`src/rtl/axi_slave_read.sv`:
```
`default_nettype none
// ============================================================================
// Module      : axi_slave_read
// Description : AXI4 read-channel slave in front of a synchronous word SRAM.
//               Optional WRAP bursts are built when AXI_SLAVE_RD_WRAP_EN is
//               defined; otherwise WRAP is handled as INCR.
// Revision    : 1.0  initial release
// ============================================================================
module axi_slave_read #(
  parameter int          ID_BITS   = 8,
  parameter logic [31:0] ADDR_BASE = 32'h0000_0000
) (
  input  logic               clk,
  input  logic               rst,
  input  logic [ID_BITS-1:0] ARID,
  input  logic [31:0]        ARADDR,
  input  logic [3:0]         ARLEN,
  input  logic [2:0]         ARSIZE,
  input  logic [1:0]         ARBURST,
  input  logic               ARVALID,
  output logic               ARREADY,
  output logic [ID_BITS-1:0] RID,
  output logic [31:0]        RDATA,
  output logic [1:0]         RRESP,
  output logic               RLAST,
  output logic               RVALID,
  input  logic               RREADY,
  output logic               mem_cs,
  output logic [13:0]        mem_addr,
  input  logic [31:0]        mem_rdata
);

  typedef enum logic [1:0] {
    IDLE = 2'd0,
    MEM  = 2'd1,
    RESP = 2'd2
  } state_t;

  localparam logic [1:0] BURST_FIXED = 2'b00;
  localparam logic [1:0] RESP_OKAY   = 2'b00;
  localparam logic [1:0] RESP_DECERR = 2'b11;

  state_t             state_q, state_d;
  logic [ID_BITS-1:0] id_q, id_d;
  logic [31:0]        addr_q, addr_d;
  logic [3:0]         len_q, len_d;
  logic [3:0]         cnt_q, cnt_d;
  logic [1:0]         burst_q, burst_d;
  logic               hit_q, hit_d;
  logic               arready_q, arready_d;
  logic               rvalid_q, rvalid_d;
  logic               rlast_q, rlast_d;
  logic [1:0]         rresp_q, rresp_d;
  logic               mem_cs_q, mem_cs_d;
  logic [13:0]        mem_addr_q, mem_addr_d;
  logic [31:0]        addr_next;
  logic               unused_arsize;

  assign unused_arsize = ^ARSIZE;

`ifdef AXI_SLAVE_RD_WRAP_EN
  logic [31:0] wrap_mask;
  logic        wrap_len_ok;

  // Wrapping only makes sense for power-of-two beat counts of 2..16.
  assign wrap_len_ok = (len_q != 4'd0) && ((len_q & (len_q + 4'd1)) == 4'd0);
  assign wrap_mask   = {26'd0, len_q, 2'b11};
`endif

  always_comb begin
    addr_next = addr_q + 32'd4;
    if (burst_q == BURST_FIXED) begin
      addr_next = addr_q;
    end
`ifdef AXI_SLAVE_RD_WRAP_EN
    else if (burst_q == 2'b10 && wrap_len_ok) begin
      addr_next = (addr_q & ~wrap_mask) | ((addr_q + 32'd4) & wrap_mask);
    end
`endif
  end

  always_comb begin
    state_d = state_q;
    id_d    = id_q;
    addr_d  = addr_q;
    len_d   = len_q;
    cnt_d   = cnt_q;
    burst_d = burst_q;
    hit_d   = hit_q;

    case (state_q)
      IDLE: begin
        if (ARVALID && arready_q) begin
          id_d    = ARID;
          addr_d  = ARADDR;
          len_d   = ARLEN;
          burst_d = ARBURST;
          hit_d   = (ARADDR[31:16] == ADDR_BASE[31:16]);
          cnt_d   = 4'd0;
          state_d = MEM;
        end
      end
      MEM: begin
        state_d = RESP;
      end
      RESP: begin
        if (RREADY) begin
          if (cnt_q == len_q) begin
            state_d = IDLE;
          end else begin
            cnt_d   = cnt_q + 4'd1;
            addr_d  = addr_next;
            state_d = MEM;
          end
        end
      end
      default: begin
        state_d = IDLE;
      end
    endcase

    // Outputs are registered from the next state so they line up with it.
    arready_d  = (state_d == IDLE);
    mem_cs_d   = (state_d == MEM) && hit_d;
    mem_addr_d = (state_d == MEM) ? addr_d[15:2] : mem_addr_q;
    rvalid_d   = (state_d == RESP);
    rlast_d    = rvalid_d && (cnt_d == len_d);
    rresp_d    = (rvalid_d && !hit_d) ? RESP_DECERR : RESP_OKAY;
  end

  always_ff @(posedge clk or negedge rst) begin
    if (!rst) begin
      state_q    <= IDLE;
      id_q       <= '0;
      addr_q     <= 32'd0;
      len_q      <= 4'd0;
      cnt_q      <= 4'd0;
      burst_q    <= 2'b00;
      hit_q      <= 1'b0;
      arready_q  <= 1'b0;
      rvalid_q   <= 1'b0;
      rlast_q    <= 1'b0;
      rresp_q    <= 2'b00;
      mem_cs_q   <= 1'b0;
      mem_addr_q <= 14'd0;
    end else begin
      state_q    <= state_d;
      id_q       <= id_d;
      addr_q     <= addr_d;
      len_q      <= len_d;
      cnt_q      <= cnt_d;
      burst_q    <= burst_d;
      hit_q      <= hit_d;
      arready_q  <= arready_d;
      rvalid_q   <= rvalid_d;
      rlast_q    <= rlast_d;
      rresp_q    <= rresp_d;
      mem_cs_q   <= mem_cs_d;
      mem_addr_q <= mem_addr_d;
    end
  end

  // SRAM data arrives during RESP and is held by the SRAM while mem_cs is low.
  assign RDATA    = (rvalid_q && hit_q) ? mem_rdata : 32'd0;
  assign ARREADY  = arready_q;
  assign RID      = id_q;
  assign RRESP    = rresp_q;
  assign RLAST    = rlast_q;
  assign RVALID   = rvalid_q;
  assign mem_cs   = mem_cs_q;
  assign mem_addr = mem_addr_q;

endmodule
`default_nettype wire

```
`config.mk`:
```
export PLATFORM = sky130hd
export DESIGN_NAME = axi_slave_read
export DESIGN_NICKNAME = d
export VERILOG_FILES = /design/src/rtl/axi_slave_read.sv
export SDC_FILE = /design/constraint.sdc
export NUM_CORES = 1
export LEC_CHECK = 0
export CAP_MARGIN = 20
export CORE_UTILIZATION = 36
export DETAILED_ROUTE_END_ITERATION = 6
export GPL_ROUTABILITY_DRIVEN = 1
export MAX_ROUTING_LAYER = met4
export PLACE_DENSITY = 0.88
export SLEW_MARGIN = 5
export SYNTH_ARGS = -nofsm -noshare
export SYNTH_HDL_FRONTEND = slang
export SYNTH_SLANG_ARGS = --single-unit
```
`constraint.sdc`:
```
create_clock -name clk -period 1.85 [get_ports clk]
set_clock_uncertainty 0.1 [all_clocks]
set_input_delay 0.185 -clock clk [delete_from_list [all_inputs] [get_ports clk]]
set_output_delay 0.185 -clock clk [all_outputs]
set_load 0.02 [all_outputs]
```
# Yosys cells after proc, flatten, opt, wreduce, memory -nomap -nowiden
# Cells that the tools add are included.
# totals
ff_bits	73
input_bits	85
out_inout_bits	60
# op_classes
n_addsub	2
n_eq_ne	10
muxes	19
reduce_logical	13
# ops
operator	n
$mux 32	5
$pmux 32 s2	1
$add 32x3->32 const B	1
$mux 4	5
$logic_not 16->1	1
$eq 4x4->1	2
$ne 2x2->1 const B	4
$pmux 4 s2	1
$logic_not 2->1	3
$mux 2	3
$pmux 2 s3	1
$logic_and 1x1->1	5
$reduce_and 5->1	1
$add 4x1->4 const B	1
$eq 2x1->1 const B	2
$eq 2x2->1 const B	2
$mux 1	3
$reduce_and 2->1	1
$reduce_bool 2->1	1
$logic_not 1->1	1

# Longest topological paths before layout
# Gate-level depths: netlist of run 1.
# depth
ltp_word	7
depth_mapped	8
ltp_nobuf	6

# Worst setup path before layout of run 1
# No wires, ideal clock.
# synth_path
path_kind	register to register
from	register state_q[1]
to	register mem_addr_q[2], in the netlist mem_addr[2]
arrival_time_ps	1843
required_ps	1625
path_slack_ps	-218
path_stages_with_launch	8
path_cell_list	dfrtp_1 -> nor2b_1 -> clkbuf_2 -> or3_1 -> clkbuf_1 -> nand2_1 -> buf_2 -> mux2_2
# synth_via
elab_chain_cells	3
elab_cells_between_ends	8
# synth_rtl
element	line_no	rtl
start, declared	43	state_t state_q, state_d;
start signal, assigned	147	state_q <= state_d;
$eq 2x2->1, or another cell as far along	91	case (state_q)
$pmux 2 s3	91	
$eq 2x1->1	125	mem_addr_d = (state_d == MEM) ? addr_d[15:2] : mem_addr_q;
end signal, assigned	159	mem_addr_q <= mem_addr_d;
end, declared	55	logic [13:0] mem_addr_q, mem_addr_d;
# Parallel ways exist; a longest one is shown, timed or not.
# A chain may end at the register's enable or synchronous reset.

# Worst setup path in the final report of run 1
# layout_path
from	register len_q[3]
to	register mem_addr_q[9], in the netlist mem_addr[9]
# layout_via
elab_cells_between_ends	8
# layout_rtl
element	line_no	rtl
start, declared	46	logic [3:0] len_q, len_d;
start signal, assigned	150	len_q <= len_d;
$eq 4x4->1	108	if (cnt_q == len_q) begin
$mux 32	108	
$mux 32	107	if (RREADY) begin
$pmux 32 s2	91	
via addr_d[11]	45	logic [31:0] addr_q, addr_d;
# The timed path passes the listed nets, and every way through them passes these cells. The select of a mux whose other input is x is not followed.

==> flow_summary.yaml, run 1 <==
routing:
  drt-total-wl_mm: 10.8
  wl_per_cell_microns: 17.7
  drtIter0Drc: 226
  antenna_left: 0
  drc: 0
  via_count: 3233
  via_per_inst: 5.30
  firstDrtPassIters: 4
floorplanning:
  die_w_microns: 90.4
  die_area_sq_um: 8170
  start_util_pct: 38.0
  rows: 31
  die_h_microns: 90.4
  core_sq_um: 7410
  ios: 145
timing:
  finalSetupViolations: 20
  fin_crit_ps: 2060
  setup_slack_ps: -206
  max_slew_margin_pct: 65.4
  hold_slack_ps: 266
  worst_pin_slew_ps: 519
  achievable-frequency_mhz: 486
  period_share_pct: 111
  slew_violations: 0
  rsz0062_at_grt: "true"
  hold_viol_final: 0
synth:
  syn_area_sq_um: 2810
  synth_nets: 391
  ys_types: 50
  syn_avg_cell_area_sq_um: 9.26
  yosysSeqAreaShare_pct: 48.0
  synth-seq-cells: 54
  syn-instance-count: 304
  synth_top_flop_cell: "dfrtp_1"
  synth_edf_count: 0
  async_flop_share_pct: 100
  yosysWarnings: 0
setup_path:
  setup.worst_path.class: "flip-flop to flip-flop"
  r2r_setup_slack_ps: -210
  crit_slowest_cell: "dfrtp_1"
  ff2ff_path_depth: 8
  reg2reg_to: "mem_addr[9]$_DFFE_PN0N_"
  cp.arrival_ps: 2170
  critical-path-max-stage-delay_ps: 420
  critPathTopFamily: "flip-flops"
  start_kind: "flip-flop"
  cp-end-kind: "flip-flop"
  critPathMaxFanout: 5
  cp_num_buf_inv: 2
  required_ps: 1960
  crit_chain: "xnor2_2 > buf_4 > a41o_4 > buf_4 > nor3_4 > xnor2_2 > o21ai_2 > mux2_4"
  rr_startpoint: "len_q[3]$_DFF_PN0_"
pwr:
  irDropWorstVdd_mv: 0.779
  p_per_area_nw_per_um2: 1360
  p_leak_nw: 2.59
  finalPower_mw: 7.22
clock_network:
  clkSlewWorstSetupHoldPaths_ps: 100
  cts_tree: "done"
  ctsLongestPathBuffers: 2
  root_buffer: "clkbuf_8"
  cts_buffers: 5
  clk_latency_ps: 320
  htree_levels: 2
  cts.sinks: 54
cells_and_area:
  final_cells: 610
  synthToLayoutAreaGrowth_pct: 88.4
  drive_gt1_share_pct: 27.9
  fin_nets: 595
outcome:
  violations: "setup timing"
  status: "finished, violations left"
global_route:
  grt_overflow: 0
  grt_first_pass_wirelength_mm: 15.8
  grt_pass1_vias: 3174
  grt_antenna_before_repair: 2
  track_usage_pct: 25.3
  grt_max_degree: 34
placed_design:
  dp_hpwl_mm: 7.38
  place_ws_ps: -349
  place_inst: 578
  gp_congestion: 0.915
  io_buffer_count: 139
hold_path:
  hp-class: "input pin to asynchronous set/reset pin"
job:
  maxCapViolations: 0
where the power goes:
part	switching [mW]	internal, mW
registers	0.382	1.64
logic	2.19	2.32
clock network	0.412	0.274
total	2.98	4.24
placed cells by master, fill, tap and decap left out, types with 3 or more instances in the layout:
cell type / synthesis / layout
clkdlybuf4s50_1: 0 / 106
buf_4: 1 / 63
buf_12: 0 / 3
a21oi_2: 0 / 3
mux2_4: 0 / 7
o21ai_0: 10 / 3
nand2_1: 64 / 63
nand3_1: 9 / 6
dlygate4sd2_1: 0 / 32
o21ai_1: 3 / 4
a41o_4: 0 / 3
dfrtp_2: 0 / 4
a31oi_1: 8 / 6
nor3_1: 7 / 3
buf_6: 1 / 8
mux2i_1: 6 / 6
xnor2_1: 7 / 3
nor4_1: 8 / 5
nor2_1: 14 / 12
nor3_2: 0 / 3
xnor2_2: 0 / 3
nand4_1: 5 / 5
o21ai_2: 0 / 5
nand3_2: 0 / 3
dfrtp_1: 54 / 50
and2_1: 3 / 3
and3_1: 35 / 35
inv_1: 4 / 3
clkbuf_8: 0 / 5
per-layer routing:
layer / vias up / routed length [microns] / GRT usage [%]
li1: 1494 / - / -
met1: 1542 / 4150 / 27.1
met2: 163 / 5590 / 45.7
met3: 34 / 684 / 4.55
met4: 0 / 374 / 11.0
met5: - / 0 / -
worst max-delay path by stage:
stage	from	end	slack [ps]	depth (start not counted)
2_1_floorplan	cnt_q[1]$_DFF_PN0_	mem_addr[5]$_DFFE_PN0N_	-40	6
3_3_place_gp	RREADY	mem_addr[5]$_DFFE_PN0N_	-310	8
3_5_place_dp	RREADY	mem_addr[5]$_DFFE_PN0N_	-350	8
4_1_cts	len_q[1]$_DFF_PN0_	mem_addr[5]$_DFFE_PN0N_	-140	7
5_1_grt	len_q[3]$_DFF_PN0_	mem_addr[13]$_DFFE_PN0N_	-270	8
6_report	len_q[3]$_DFF_PN0_	mem_addr[9]$_DFFE_PN0N_	-210	8
synthesized netlist by cell type, types with 7 or more instances:
cell | n | area [sq um]
dfrtp_1 | 54 | 1350
nand3_1 | 9 | 45.0
a31oi_1 | 8 | 50.1
nor2_1 | 14 | 52.6
o21ai_0 | 10 | 50.1
nor4_1 | 8 | 50.1
and3_1 | 35 | 219
clkbuf_1 | 12 | 45.0
xnor2_1 | 7 | 61.3
nor3_1 | 7 | 35.0
nand2_1 | 64 | 240
through the flow:
step | instance area, sq um | TNS, ps | util, %
2_1_floorplan | 2920 | -469 | -
3_3_place_gp | 4780 | -6100 | 64.6
3_5_place_dp | 4780 | -7190 | 64.6
4_1_cts | 5010 | -1110 | 67.7
5_1_grt | 5300 | -3880 | 71.6
6_report | 5300 | -2100 | 71.6
repair_timing:
| item | 4_1_cts | 5_1_grt |
|---|---|---|
| resized for setup | 57 | 39 |
| setup endpoints to repair | 53 | 27 |
| pin swaps | 12 | 12 |
| hold buffers | 1 | 0 |
| hold endpoints to repair | 18 | 0 |
| buffers inserted | 6 | 14 |
| cloned | 1 | 0 |
layout make-up:
| class | instances | area [sq um] |
|---|---|---|
| fillers | 525 | 2110 |
| multi-input cells | 228 | 1710 |
| repair buffers | 215 | 1990 |
| flip-flops and latches | 54 | 1360 |
| inverters | 4 | 15.0 |
| diodes | 2 | 5.00 |
| clock inverters | 3 | 25.0 |
| well taps | 99 | 124 |
| clock buffers | 5 | 68.8 |
worst reg2reg max path, delay by kind of cell (launching register included):
family	cells	cell delay, ps
flops	1	420
compound gates	2	410
buf+inv	2	310
xor+xnor	2	300
mux	1	270
simple gates	1	150
state kept, by name, indices dropped and copies added, names as in the netlist:
signal / cells
RID: 8
mem_addr: 14
len_q: 4
RRESP: 1
RVALID: 1
RLAST: 1
ARREADY: 1
hit_q: 1
mem_cs: 1
state_q: 2
addr_q: 14
cnt_q: 4
burst_q: 2
logic make-up (layout without fill, tap and decap cells):
| logic type | Yosys count | after routing | synth area share (%) |
|---|---|---|---|
| other | 0 | 2 | 0 |
| XOR/XNOR | 8 | 8 | 2.49 |
| multiplexers | 13 | 13 | 4.94 |
| AND/OR/NAND/NOR | 159 | 159 | 28.5 |
| flip-flops | 54 | 54 | 48.0 |
| buffers and inverters | 23 | 227 | 3.65 |
| adder cells (fa/ha/maj) | 2 | 2 | 0.889 |
| AO/OA/AOI/OAI | 45 | 46 | 11.5 |
(Power assumes the default switching activity.)
==> run 2: changes to the inputs <==
--- a/config.mk
+++ b/config.mk
@@ -5,12 +5,11 @@
 export SDC_FILE = /design/constraint.sdc
 export NUM_CORES = 1
 export LEC_CHECK = 0
-export CAP_MARGIN = 20
-export CORE_UTILIZATION = 36
+export CORE_UTILIZATION = 32
 export DETAILED_ROUTE_END_ITERATION = 6
 export GPL_ROUTABILITY_DRIVEN = 1
 export MAX_ROUTING_LAYER = met4
-export PLACE_DENSITY = 0.88
+export PLACE_DENSITY = 0.81
 export SLEW_MARGIN = 5
 export SYNTH_ARGS = -nofsm -noshare
 export SYNTH_HDL_FRONTEND = slang
==> run 2 against run 1 <==
  * The flow still finishes with violations (setup timing)
  * Worst setup slack gained 45 ps
  * Critical path depth is 1 lower
  * Via count shrank 7.0%
  * Core utilization shrank 12 points
  * Clock power shrank 6.7%
  * Count of clock-buffer cells in the layout rose by 1
  * Critical path type unchanged
  * Critical endpoint is now mem_addr[5]$_DFFE_PN0N_
  * Largest cell class unchanged
  * Highest routed layer unchanged
==> flow_summary.yaml, run 2 (synthesis gave the netlist of run 1 again) <==
floorplanning:
  die_area_sq_um: 9170
  start_util_pct: 33.6
  core_sq_um: 8380
  die_h_microns: 95.8
  rows: 33
  ios: 145
  die_w_microns: 95.8
outcome:
  status: "finished, violations left"
  violations: "setup timing"
routing:
  drt-total-wl_mm: 8.89
  via_per_inst: 5.04
  antenna_left: 0
  firstDrtPassIters: 7
  drtIter0Drc: 142
  drc: 0
  via_count: 3008
  wl_per_cell_microns: 14.9
timing:
  finalSetupViolations: 19
  hold_viol_final: 0
  hold_slack_ps: 292
  fin_tns_setup_ps: -1140
  max_slew_margin_pct: 73.1
  rsz0062_at_grt: "true"
  period_share_pct: 109
  fin_crit_ps: 2010
  slew_violations: 0
  setup_slack_ps: -161
  worst_pin_slew_ps: 400
  achievable-frequency_mhz: 497
setup_path:
  cp_num_buf_inv: 1
  crit_chain: "xnor2_4 > buf_6 > a41oi_4 > nand2_4 > or4_4 > o211ai_2 > mux2_4"
  critical-path-max-stage-delay_ps: 490
  setup.worst_path.class: "flip-flop to flip-flop"
  cp.depth: 7
  start_kind: "flip-flop"
  cp-end-kind: "flip-flop"
  critPathMaxFanout: 6
  required_ps: 2000
  critPathTopFamily: "simple AND/OR/NAND/NOR gates"
  cp.arrival_ps: 2160
  crit_slowest_cell: "or4_4"
  ff2ff_path_depth: 7
placed_design:
  place_ws_ps: -369
  dp_hpwl_mm: 6.52
  gp_congestion: 0.937
  io_buffer_count: 139
pwr:
  switching_share_pct: 39.8
  clockPowerShare_pct: 10.0
  p_comb_share_pct: 58.8
  power.switching_mw: 2.56
  power_frac_seq_pct: 31.2
  power.internal_mw: 3.87
  p_leak_nw: 2.44
  p_per_area_nw_per_um2: 1290
  finalPower_mw: 6.43
  irDropWorstVdd_mv: 0.745
job:
  maxCapViolations: 0
cells_and_area:
  fin_nets: 579
  final_cell_mix: "106 x clkdlybuf4s50_1, 63 x nand2_1, 52 x buf_4"
  drive_gt1_share_pct: 21.3
  final_common_cell: "clkdlybuf4s50_1"
  synthToLayoutAreaGrowth_pct: 77.1
  num_antenna_cells: 0
clock_network:
  clk_latency_ps: 310
  cts.sinks: 54
  cts_buffers: 5
  cts_tree: "done"
  root_buffer: "clkbuf_8"
  ctsLongestPathBuffers: 2
  htree_levels: 2
  clkSlewWorstSetupHoldPaths_ps: 90
global_route:
  grt_overflow: 0
  grt_antenna_before_repair: 0
  grt_max_degree: 55
  grt_pass1_vias: 3032
  grt_first_pass_wirelength_mm: 14.0
  track_usage_pct: 20.5
hold_path:
  hp-class: "input pin to asynchronous set/reset pin"
==> run 2: path summary, 6_finish.rpt <==
check                                        start                 endpoint  slack [ps]
worst max-delay path            len_q[0]$_DFF_PN0_  mem_addr[5]$_DFFE_PN0N_        -160
worst min-delay path                           rst  mem_addr[7]$_DFFE_PN0N_         290
worst max register to register  len_q[0]$_DFF_PN0_  mem_addr[5]$_DFFE_PN0N_        -160
worst min register to register  RID[1]$_DFFE_PN0P_       RID[1]$_DFFE_PN0P_         380
max in group asynchronous                      rst       len_q[0]$_DFF_PN0_        1100
min in group clk                           ARID[1]       RID[1]$_DFFE_PN0P_         300
==> run 2: layer usage <==
metal	part of all wire (%)	GRT usage, %
met1	40	22.6
met2	50	37.3
met3	8.6	3.71
met4	1.3	6.34
met5	0	-
==> run 2: power by group through the flow <==
| stage | Clock, mW | Combinational, mW | Sequential, mW |
|---|---|---|---|
| 2_1_floorplan | 0 | 1.63 | 2.25 |
| 3_3_place_gp | 0 | 3.39 | 1.99 |
| 3_5_place_dp | 0 | 3.46 | 2.01 |
| 4_1_cts | 0.664 | 3.61 | 2.00 |
| 5_1_grt | 0.699 | 4.10 | 2.06 |
| 6_report | 0.640 | 3.78 | 2.01 |
==> run 2: cell type report <==
| cell class | count | area, sq um |
|---|---|---|
| Timing Repair Buffer | 200 | 1850 |
| Inverter | 4 | 15.0 |
| Multi-Input combinational cell | 227 | 1550 |
| Clock inverter | 1 | 7.51 |
| Tap cell | 105 | 131 |
| Clock buffer | 6 | 72.6 |
| Sequential cell | 54 | 1360 |
| Fill cell | 725 | 3400 |
==> run 2: worst reg2reg max path: cells and delay by family, from the launching register on <==
| kind | cells | cell delay, ps |
|---|---|---|
| compound gates | 2 | 360 |
| xor+xnor | 1 | 160 |
| buf+inv | 1 | 130 |
| flops | 1 | 450 |
| mux | 1 | 160 |
| simple gates | 2 | 590 |
==> run 2: repair_timing <==
action                     CTS  global route
buffers inserted             5             7
pin swaps                    6            19
hold buffers                 1             0
resized for setup           44            15
setup endpoints to repair   57            28
hold endpoints to repair    54             0
==> run 2: through the flow <==
stage | instances | instance area [sq um] | utilization (%)
2_1_floorplan | 304 | 2920 | -
3_3_place_gp | 578 | 4730 | 56.5
3_5_place_dp | 578 | 4730 | 56.5
4_1_cts | 591 | 4870 | 58.1
5_1_grt | 597 | 4980 | 59.5
6_report | 597 | 4980 | 59.5
==> run 3: changes to the inputs <==
--- a/config.mk
+++ b/config.mk
@@ -5,11 +5,11 @@
 export SDC_FILE = /design/constraint.sdc
 export NUM_CORES = 1
 export LEC_CHECK = 0
-export CORE_UTILIZATION = 32
+export CORE_UTILIZATION = 35
 export DETAILED_ROUTE_END_ITERATION = 6
 export GPL_ROUTABILITY_DRIVEN = 1
 export MAX_ROUTING_LAYER = met4
-export PLACE_DENSITY = 0.81
+export PLACE_DENSITY = 0.86
 export SLEW_MARGIN = 5
 export SYNTH_ARGS = -nofsm -noshare
 export SYNTH_HDL_FRONTEND = slang
==> run 3 against run 2 <==
  * The flow still finishes with violations (setup timing)
  * Non-clock buffer count increased by 2
  * Worst setup slack got worse by 81 ps
  * Cell count unchanged
  * Largest cell class unchanged
  * Highest routed layer unchanged
==> flow_summary.yaml, run 3 (synthesis gave the netlist of run 1 again) <==
outcome:
  status: "finished, violations left"
  violations: "setup timing"
global_route:
  grt_antenna_before_repair: 0
  grt_pass1_vias: 3044
  track_usage_pct: 22.9
  grt_overflow: 0
  use_met1_pct: 24.3
  grt_first_pass_wirelength_mm: 14.6
  grt_most_used_layer: "met2"
  met2_usage_pct: 42.9
  grtUsageMet3_pct: 4.48
  grt_max_degree: 34
timing:
  period_share_pct: 113
  slew_violations: 0
  hold_viol_final: 0
  finalSetupViolations: 20
  max_slew_margin_pct: 65.6
  rsz0062_at_grt: "true"
  achievable-frequency_mhz: 478
  setup_slack_ps: -242
  fin_crit_ps: 2090
  worst_pin_slew_ps: 517
setup_path:
  critPathMaxFanout: 6
  cp-end-kind: "flip-flop"
  cp.arrival_ps: 2230
  required_ps: 1990
  setup.worst_path.class: "flip-flop to flip-flop"
  start_kind: "flip-flop"
job:
  maxCapViolations: 0
cells_and_area:
  nFillCells: 629
  synthToLayoutAreaGrowth_pct: 82.7
  final_common_cell: "clkdlybuf4s50_1"
  utilization_pct: 66.2
  fin_nets: 581
  drive_gt1_share_pct: 24.4
  num_antenna_cells: 0
  final_cell_mix: "106 x clkdlybuf4s50_1, 62 x nand2_1, 50 x buf_4"
placed_design:
  gp_congestion: 0.857
  place_ws_ps: -358
  io_buffer_count: 139
  dp_hpwl_mm: 6.91
routing:
  drt-total-wl_mm: 9.87
  antenna_left: 0
  drc: 0
  drtIter0Drc: 179
  wl_per_cell_microns: 16.5
  firstDrtPassIters: 5
  via_per_inst: 5.15
  via_count: 3075
floorplanning:
  die_w_microns: 91.7
  die_area_sq_um: 8400
  rows: 32
  core_sq_um: 7770
  ios: 145
  die_h_microns: 91.7
  start_util_pct: 36.2
clock_network:
  clkSlewWorstSetupHoldPaths_ps: 100
  root_buffer: "clkbuf_8"
  cts_tree: "done"
  ctsLongestPathBuffers: 2
  htree_levels: 2
  cts_buffers: 5
  cts.sinks: 54
  clk_latency_ps: 320
pwr:
  p_per_area_nw_per_um2: 1320
  irDropWorstVdd_mv: 0.683
  p_leak_nw: 2.51
hold_path:
  hp-class: "input pin to asynchronous set/reset pin"
run 3: changes by cell type in the layout (fill, tap and decap cells not counted), sizes merged:
cell    previous run  this run
buf               61        63
clkinv             0         1
inv                4         5
clkbuf             6         5
run 3: worst max-delay path, cell delays in order (launching register included):
cell      delay (ps)
dfrtp_2          480
buf_6            140
nand3b_1         250
a41o_4           350
xnor2_2          150
a21oi_2          140
nand4_1          190
nor3_2           220
run 3: worst paths after layout:
path	end	slack, ps	cells after the start	startpoint
setup / recovery	RLAST$_DFF_PN0_	-240	7	state_q[0]$_DFF_PN0_
hold / removal	addr_q[15]$_DFF_PN0_	270	2	rst
setup reg to reg	RLAST$_DFF_PN0_	-240	7	state_q[0]$_DFF_PN0_
hold reg to reg	RID[6]$_DFFE_PN0P_	390	2	RID[6]$_DFFE_PN0P_
max in group asynchronous	cnt_q[1]$_DFF_PN0_	830	3	rst
min in group clk	RID[1]$_DFFE_PN0P_	280	3	ARID[1]
run 3: metrics by stage:
| step | instance area (sq um) | TNS (ps) | hold slack [ps] | power, mW | instances |
|---|---|---|---|---|---|
| CTS | 4970 | -993 | 273 | 6.41 | 589 |
| global placement | 4750 | -5000 | 87.4 | 5.39 | 576 |
| finish | 5140 | -1600 | 274 | 6.81 | 597 |
| floorplan | 2920 | -469 | -211 | 3.88 | 304 |
| global route | 5140 | -3370 | 297 | 7.17 | 597 |
| detailed placement | 4750 | -6640 | 89.6 | 5.48 | 576 |
run 3: report_power, final:
group          total [mW]  switching (mW)  internal [mW]
combinational        4.09            2.02           2.07
clock               0.690           0.416          0.274
sequential           2.03           0.384           1.65
run 3: repair_timing:
action	CTS	global route
setup buffers	5	10
endpoints found under the hold margin	19	0
hold buffers	1	0
pin swaps	9	19
endpoints found under the setup margin	54	29
gates resized for setup	55	28
run 3: metal layers:
metal  wire length (microns)  share of wire (%)
met5                       0                  0
met2                    5410                 55
met4                      87               0.88
met1                    3660                 37
met3                     713                7.2
run 3: final cells by class:
type                       count  area [sq um]  share of cell area (%)
sequential                    54          1360                    26.5
multi-input combinational    227          1650                    32.1
clock buffer                   5          68.8                    1.34
clock inverter                 3          25.0                   0.487
tap                          102           128                    2.48
inverter                       4          15.0                   0.292
timing repair buffer         202          1890                    36.8
